[config.mk]
export PLATFORM = sky130hd
export DESIGN_NAME = goml_ctrl_bank
export DESIGN_NICKNAME = d
export VERILOG_FILES = /design/src/rtl/goml_pkg.sv /design/src/rtl/goml_lane.sv /design/src/rtl/goml_ctrl_bank.sv
export SDC_FILE = /design/constraint.sdc
export NUM_CORES = 1
export LEC_CHECK = 0
export BUFFER_PORTS_ARGS = -buffer_cell sky130_fd_sc_hd__buf_4
export CORE_ASPECT_RATIO = 1.4
export CORE_MARGIN = 2
export CORE_UTILIZATION = 56
export CTS_CLUSTER_DIAMETER = 40
export CTS_CLUSTER_SIZE = 12
export DETAILED_ROUTE_END_ITERATION = 10
export PLACE_DENSITY_LB_ADDON = 0.2
export SYNTH_ARGS = -nofsm -noshare
export SYNTH_HDL_FRONTEND = slang
export SYNTH_SLANG_ARGS = --single-unit
[constraint.sdc]
create_clock -name clk_i -period 4.4 [get_ports clk_i]
set_clock_uncertainty 0.05 [all_clocks]
set_input_delay 0.88 -clock clk_i [delete_from_list [all_inputs] [get_ports clk_i]]
set_output_delay 0.88 -clock clk_i [all_outputs]
set_load 0.1 [all_outputs]
[src/rtl/goml_pkg.sv]
// Shared types and helpers for the goML go/error controller bank.
//   lane_state_t : per-lane FSM state encoding
//   timer_w()    : width of the RECOVER down-counter, never below 1 bit
package goml_pkg;

    typedef enum logic {
        LS_NORMAL  = 1'b0,
        LS_RECOVER = 1'b1
    } lane_state_t;

    // The timer only ever holds 0..recov_cyc-1.
    function automatic int timer_w(input int recov_cyc);
        int w;
        w = $clog2(recov_cyc);
        return (w < 1) ? 1 : w;
    endfunction

endpackage

[src/rtl/goml_lane.sv]
// One goML lane: go register, NORMAL/RECOVER FSM with recovery timer, and a
// saturating error counter.
// Ports:
//   clk_i, rst_i          clock, async active-high reset
//   sample_i              sample strobe; go updates only when set (NORMAL)
//   err0_i, err1_i        error-detector flags
//   rreq_i, reack_i       recovery request / normal-path acknowledge
//   cnt_clr_i             synchronous counter clear (wins over an error)
//   go_o, busy_o          registered go, lane-in-RECOVER
//   err_cnt_o             saturating count of sampled errors
//   err_s_o               sampled error this cycle (combinational, for the bank)
//
// state      | meaning
// -----------+---------------------------------------------------------------
// LS_NORMAL  | go follows reack (or rreq on error) when sampled, else holds
// LS_RECOVER | go follows rreq every cycle; leaves when timer expires error-free
module goml_lane
    import goml_pkg::*;
#(
    parameter int CNT_W     = 8,
    parameter int RECOV_CYC = 2
) (
    input  logic             clk_i,
    input  logic             rst_i,
    input  logic             sample_i,
    input  logic             err0_i,
    input  logic             err1_i,
    input  logic             rreq_i,
    input  logic             reack_i,
    input  logic             cnt_clr_i,
    output logic             go_o,
    output logic             busy_o,
    output logic [CNT_W-1:0] err_cnt_o,
    output logic             err_s_o
);

    localparam int              TW      = timer_w(RECOV_CYC);
    localparam logic [TW-1:0]   RELOAD  = TW'(RECOV_CYC - 1);
    localparam logic [CNT_W-1:0] CNT_MAX = {CNT_W{1'b1}};

    lane_state_t      state_q;
    logic [TW-1:0]    timer_q;
    logic             go_q;
    logic [CNT_W-1:0] cnt_q, cnt_d;
    logic             err_raw;
    logic             err_s;

    // Both flags together still count as a single error.
    assign err_raw = err0_i | err1_i;
    assign err_s   = sample_i & err_raw;

    always_ff @(posedge clk_i or posedge rst_i) begin
        if (rst_i) begin
            state_q <= LS_NORMAL;
            timer_q <= '0;
            go_q    <= 1'b0;
        end else begin
            case (state_q)
                LS_NORMAL: begin
                    if (sample_i) begin
                        go_q <= err_raw ? rreq_i : reack_i;
                        if (err_raw) begin
                            state_q <= LS_RECOVER;
                            timer_q <= RELOAD;
                        end
                    end
                end
                LS_RECOVER: begin
                    go_q <= rreq_i;
                    if (err_s) begin
                        timer_q <= RELOAD;
                    end else if (timer_q == '0) begin
                        state_q <= LS_NORMAL;
                    end else begin
                        timer_q <= timer_q - 1'b1;
                    end
                end
                default: begin
                    state_q <= LS_NORMAL;
                    timer_q <= '0;
                end
            endcase
        end
    end

    always_comb begin
        cnt_d = cnt_q;
        if (cnt_clr_i) begin
            cnt_d = '0;
        end else if (err_s && (cnt_q != CNT_MAX)) begin
            cnt_d = cnt_q + 1'b1;
        end
    end

    always_ff @(posedge clk_i or posedge rst_i) begin
        if (rst_i) begin
            cnt_q <= '0;
        end else begin
            cnt_q <= cnt_d;
        end
    end

    assign go_o      = go_q;
    assign busy_o    = (state_q == LS_RECOVER);
    assign err_cnt_o = cnt_q;
    assign err_s_o   = err_s;

endmodule

[src/rtl/goml_ctrl_bank.sv]
// Multi-lane goML go/error controller bank. Sits between the stage
// error-detecting latches and the stage handshake controller.
// Ports:
//   clk_i, rst_i     clock, async active-high reset
//   sample_i, err0_i, err1_i, rreq_i, reack_i   per-lane inputs
//   cnt_clr_i        clears every lane's error counter
//   log_clr_i        (GOML_ERR_LOG_EN only) clears the sticky error log
//   go_o, busy_o     per-lane registered go / in-RECOVER
//   err_cnt_o        lane i count at [i*CNT_W +: CNT_W]
//   err_any_o        registered OR of all lanes' sampled errors
//   err_log_o        (GOML_ERR_LOG_EN only) sticky per-lane error bit
// Build option: define GOML_ERR_LOG_EN to add the sticky error log.
module goml_ctrl_bank
    import goml_pkg::*;
#(
    parameter int LANES     = 4,
    parameter int CNT_W     = 8,
    parameter int RECOV_CYC = 2
) (
    input  logic                   clk_i,
    input  logic                   rst_i,
    input  logic [LANES-1:0]       sample_i,
    input  logic [LANES-1:0]       err0_i,
    input  logic [LANES-1:0]       err1_i,
    input  logic [LANES-1:0]       rreq_i,
    input  logic [LANES-1:0]       reack_i,
    input  logic                   cnt_clr_i,
`ifdef GOML_ERR_LOG_EN
    input  logic                   log_clr_i,
    output logic [LANES-1:0]       err_log_o,
`endif
    output logic [LANES-1:0]       go_o,
    output logic [LANES-1:0]       busy_o,
    output logic [LANES*CNT_W-1:0] err_cnt_o,
    output logic                   err_any_o
);

    logic [LANES-1:0] err_s;
    logic             err_any_q;

    for (genvar g = 0; g < LANES; g++) begin : g_lane
        goml_lane #(
            .CNT_W     (CNT_W),
            .RECOV_CYC (RECOV_CYC)
        ) u_lane (
            .clk_i     (clk_i),
            .rst_i     (rst_i),
            .sample_i  (sample_i[g]),
            .err0_i    (err0_i[g]),
            .err1_i    (err1_i[g]),
            .rreq_i    (rreq_i[g]),
            .reack_i   (reack_i[g]),
            .cnt_clr_i (cnt_clr_i),
            .go_o      (go_o[g]),
            .busy_o    (busy_o[g]),
            .err_cnt_o (err_cnt_o[g*CNT_W +: CNT_W]),
            .err_s_o   (err_s[g])
        );
    end

    always_ff @(posedge clk_i or posedge rst_i) begin
        if (rst_i) begin
            err_any_q <= 1'b0;
        end else begin
            err_any_q <= |err_s;
        end
    end

    assign err_any_o = err_any_q;

`ifdef GOML_ERR_LOG_EN
    logic [LANES-1:0] log_q, log_d;

    // A new error in the same cycle as a clear leaves the bit set.
    always_comb begin
        log_d = (log_q & ~{LANES{log_clr_i}}) | err_s;
    end

    always_ff @(posedge clk_i or posedge rst_i) begin
        if (rst_i) begin
            log_q <= '0;
        end else begin
            log_q <= log_d;
        end
    end

    assign err_log_o = log_q;
`endif

endmodule

### Yosys cells after proc, flatten, opt, wreduce, memory -nomap -nowiden

Cells that the tools add are included.

* input port bits: 23
* flip-flop bits (word level): 45

* $add $sub $neg: 8
* reductions and logical operators: 13
* mux-type cells: 60
* eq/ne operators: 12
* bitwise operators: 12

Operators by type and width (count)
* $mux 8: 8
* $mux 1: 40
* $add 8x1->8 const B: 4
* $ne 8x8->1 const B: 4
* $pmux 1 s2: 12
* $ne 2x1->1 const B: 4
* $ne 2x2->1 const B: 4
* $reduce_and 2->1: 4
* $reduce_bool 2->1: 4
* $and 1x1->1: 4
* $logic_and 1x1->1: 4
* $not 1->1: 4
* $or 1x1->1: 4
* $reduce_or 4->1: 1
* $sub 1x1->1 const B: 4

### Logic depth before layout (Yosys ltp)

* depth in word-level cells: 5
* depth in mapped cells: 5
* mapped depth without buffers: 5

### Modules after synthesis

From an unflattened synthesis, not the netlist that was laid out.

* cell total of the unflattened synthesis: 247
* area, all modules: 2328.5 µm²

Modules (own cells, without submodules)
* goml_lane: area an instance 573.0 µm², instances 4, cells each 61
* goml_ctrl_bank: area an instance 36.3 µm², instances 1, cells each 3

### Worst setup path before layout

No wires, ideal clock.

* path type: register to register
* from: reg g_lane[1].u_lane.cnt_q[0]
* to: reg g_lane[1].u_lane.cnt_q[1]
* path slack: 2.160 ns
* clock period less this slack: 2.240 ns
* setup time: 0.132 ns
* stages on the path, launching flop included: 6
* arrival: 2.058 ns
* cell sequence: dfrtp_1 -> ha_1 -> nand4_1 -> o21ai_0 -> mux2i_1 -> nor2_1

* cells in the longest elaborated chain, start to end: 3
* elaborated cells on any way between the ends: 6
* those cells by class: 1 x add/sub; 1 x eq/ne; 2 x mux; 2 x reduce/logical

RTL lines
* from (decl): line goml_lane.sv:44 `logic [CNT_W-1:0] cnt_q, cnt_d;`
* from (signal assigned): line goml_lane.sv:99 `cnt_q <= cnt_d;`
* $add 8x1->8 / $ne 8x8->1 (equally long branches): line goml_lane.sv:91, goml_lane.sv:90
* $mux 8 / $logic_and 1x1->1 (equally long branches): line goml_lane.sv:90 `end else if (err_s && (cnt_q != CNT_MAX)) begin`
* $mux 8 / $reduce_bool 2->1 (equally long branches)

Parallel ways exist; a longest one is shown, timed or not. The select of a mux whose other input is x is not followed.
A chain may end at the register's enable or synchronous reset.

### Worst setup path after layout

* from: reg g_lane[0].u_lane.cnt_q[3]
* to: out err_cnt_o[3]

RTL lines
* from (decl): line goml_lane.sv:44
* from (signal assigned): line goml_lane.sv:99
* to (decl): line goml_ctrl_bank.sv:34 `output logic [LANES*CNT_W-1:0] err_cnt_o,`

No word-level cell between the ends.

==> impl_results.md <==
* Outcome: finished with violations
* Failing checks: design-rule violations
* Final ANT Viol Nets at 0
* Row cnt at 27
* Crit. End Element: primary output
* Clk buf depth at 2
* Ratio of cells with drive above 1 in the final layout at 0.2799
* ANT cells at 0
* Buffers & Inverters on Critical Path at 1
* Combinational family with the most area after synthesis: simple AND/OR/NAND/NOR gates
* GRT Residual Overflow at 0
* NetSw at 332.9 uW
* CP delay by family, top: flip-flops
* PD cells at 330.0 mW/mm2
* Die area at 0.004728 mm2
* Fin. Hold Viols at 0
* Initial core utilization at 0.5882
* Syn nets at 262
* Fmax achieved at 0.4833 GHz
* Leak at 0.001362 uW
* Post-synthesis sequential area ratio at 0.4803
* EDFF count, synth at 0
* Post-CTS Resized at 0
* Share of Yosys cell area claimed by the top area cell type at 0.4803
* Area share of and/or/nand/nor cells after synthesis at 0.2118
* Mapped cell area at 0.002345 mm2
* Multiplexer area fraction after synthesis at 0.04269
* Combinational group share of total power at 0.251
* Vias in the first global route at 1809
* Final hold slack at 0.4340 ns
* Die Wd at 58.69 um
* H-tree depth at 2
* CP max FO at 8
* GRT Total Usage at 0.2135
* Setup Viol. Count Final at 0
* Top_reg_cell synth: dfrtp_1
* IO Port Bufs at 63
* Post-synthesis cell type with the largest combined area: dfrtp_1
* Max Cap Viol at 0
* Cts-stage hold buffer count at 0
* Largest net degree at the start of global routing at 46
* Crit Path Class: flip-flop to primary output
* Power Internal at 616.0 uW
* Post-CTS setup buffer count at 0
* Crit share post-route at 0.4702
* Worst Path Required at 3.47 ns
* FF+latch count, synth at 45
* Vias per inst at 5.744
* DR WL/cell at 13.89 um
* Largest vdd supply drop at 224.9 uV
* First-pass GRT wire length at 7.714 mm
* Core area at 0.003986 mm2
* Commonest non-fill, non-tap cell in the layout: buf_4
* CTS tree: yes
* Initial antenna violation count at 0
* Synth Area in Compound Gates at 0.1531
* Top area cells in the synthesized netlist: dfrtp_1 (48%), nor2_1 (4.8%), mux2i_1 (4.3%)
* Sw Ratio at 0.3509
* Setup TNS at 0 ns
* Fill cell count at 313
* # DRC at 6
* Final min period at 2.069 ns
* Worst-margin pin slew at 0.8982 ns
* Cell chain of the critical path: buf_4
* Post-Synth XOR/XNOR Area at 0.04109
* Setup crit start kind: flip-flop
* Routed vias at 1930
* Max-Slew Margin vs Limit at 0.4003
* I/O pin cnt at 64
* Critical path's largest stage delay at 0.50 ns
* Clk pwr share at 0.270
* CTS buffer count at 5
* Commonest cells after routing, fill and taps aside: buf_4 (63), dfrtp_1 (45), nor2_1 (30), nand2_1 (19), o21ai_0 (12)
* Synth Area in Adders at 0.02134
* Routability cong. at 0.8161
* Area grow syn2layout at 22.63%
* RSZ-0062 raised after global routing: false
* WP data arrival at 1.14 ns
* Root Driver: clkbuf_8
* Die H at 80.56 um
* Sequential share of power at 0.479
* Ys async rst share at 1.000
* Avg Inst Size Synth at 9.978 um2
* Clock sink total at 45
* DP Wirelength at 3.386 mm
* Post-Synthesis Cells at 235
* Drt total wl at 4.667 mm
* Critical-path top delay cell: dfrtp_1
* Clock slew at reported path FFs at 0.08 ns
* Cell variety after synth at 47
* Starting DRT DRC Count at 82
* Final number of max-transition violations at 0
* Worst skew pair latency at 0.29 ns
* Nets at 320
* Synth warn at 0
* Hold/Removal Path Class: flip-flop to flip-flop
* 1st-pass router iterations at 7
-- cell type report --
cell class / count / area (um2) / share of cell area
timing repair buffer: 63 / 473.0 / 0.1645
inverter: 9 / 33.78 / 0.01175
multi-input combinational: 169 / 1102 / 0.3834
clock buffer: 7 / 86.33 / 0.03003
sequential: 45 / 1126 / 0.3916
tap: 43 / 53.80 / 0.01871
-- registers in the layout (all words and copies together) (netlist names) --
signal / flops
g_lane.u_lane.err_cnt_o: 32
g_lane.u_lane.busy_o: 4
g_lane.u_lane.timer_q: 4
err_any_o: 1
g_lane.u_lane.go_o: 4
-- Yosys cell counts, drive strengths merged, types with 3 or more instances --
| library cell | n |
|---|---|
| dfrtp | 45 |
| nor2 | 30 |
| nand2 | 19 |
| o21ai | 17 |
| a21oi | 11 |
| mux2i | 10 |
| buf | 9 |
| inv | 9 |
| nor3 | 9 |
| nand4 | 8 |
| nand3 | 7 |
| xor2 | 7 |
| and3 | 5 |
| o21a | 5 |
| ha | 4 |
| xnor2 | 4 |
| clkbuf | 3 |
| nand3b | 3 |
| o211ai | 3 |
-- power groups by stage --
stage               Clock, uW  Combinational (uW)  Sequential [uW]
floorplan                   0                 141              514
global placement            0                 237              462
detailed placement          0                 240              463
CTS                       264                 240              455
global route              275                 251              458
finish                    256                 238              455
-- kinds of logic (layout without fill, tap and decap cells) --
group | after synthesis | count (layout)
simple gates | 94 | 94
compound gates | 50 | 50
flops | 45 | 45
buf+inv | 21 | 79
xor+xnor | 11 | 11
mux | 10 | 10
fa+ha+maj | 4 | 4
-- tightest hold or removal path: stages (launching register included) --
cell and delay [ns]:
dfrtp_1 0.35, nand2_1 0.05, nand2_1 0.05
-- metrics by stage --
stage	setup WS (ns)	cells	instance area, um2	util	power, uW
after floorplan	2.160	235	2345	-	654.4
after global placement	2.374	329	2789	0.6996	699.4
after detailed placement	2.358	329	2789	0.6996	702.8
after CTS	2.334	336	2875	0.7213	959.5
after global routing	2.274	336	2875	0.7213	984.3
final	2.331	336	2875	0.7213	948.9
-- metal layers --
layer	track usage	part of all wire	vias to the layer above
li1	-	-	949
met1	0.2615	0.42	934
met2	0.3596	0.52	42
met3	0.04992	0.050	5
met4	0.08182	0.016	0
met5	0	0	-
-- final timing paths --
| check | from | to | slack (ns) | cells after the start |
|---|---|---|---|---|
| hold / removal | g_lane[0].u_lane.timer_q | g_lane[0].u_lane.busy_o | 0.43 | 2 |
| setup reg to reg | g_lane[0].u_lane.err_cnt_o[0] | g_lane[0].u_lane.err_cnt_o[5] | 2.75 | 5 |
| hold reg to reg | g_lane[0].u_lane.timer_q | g_lane[0].u_lane.busy_o | 0.43 | 2 |
| min in group asynchronous | rst_i | g_lane[2].u_lane.err_cnt_o[1] | 0.73 | 2 |
| setup / recovery | g_lane[0].u_lane.err_cnt_o[3] | err_cnt_o[3] | 2.33 | 1 |
| max in group asynchronous | rst_i | g_lane[0].u_lane.err_cnt_o[3] | 3.01 | 2 |
No activity file was read; power rests on OpenSTA's default activity.
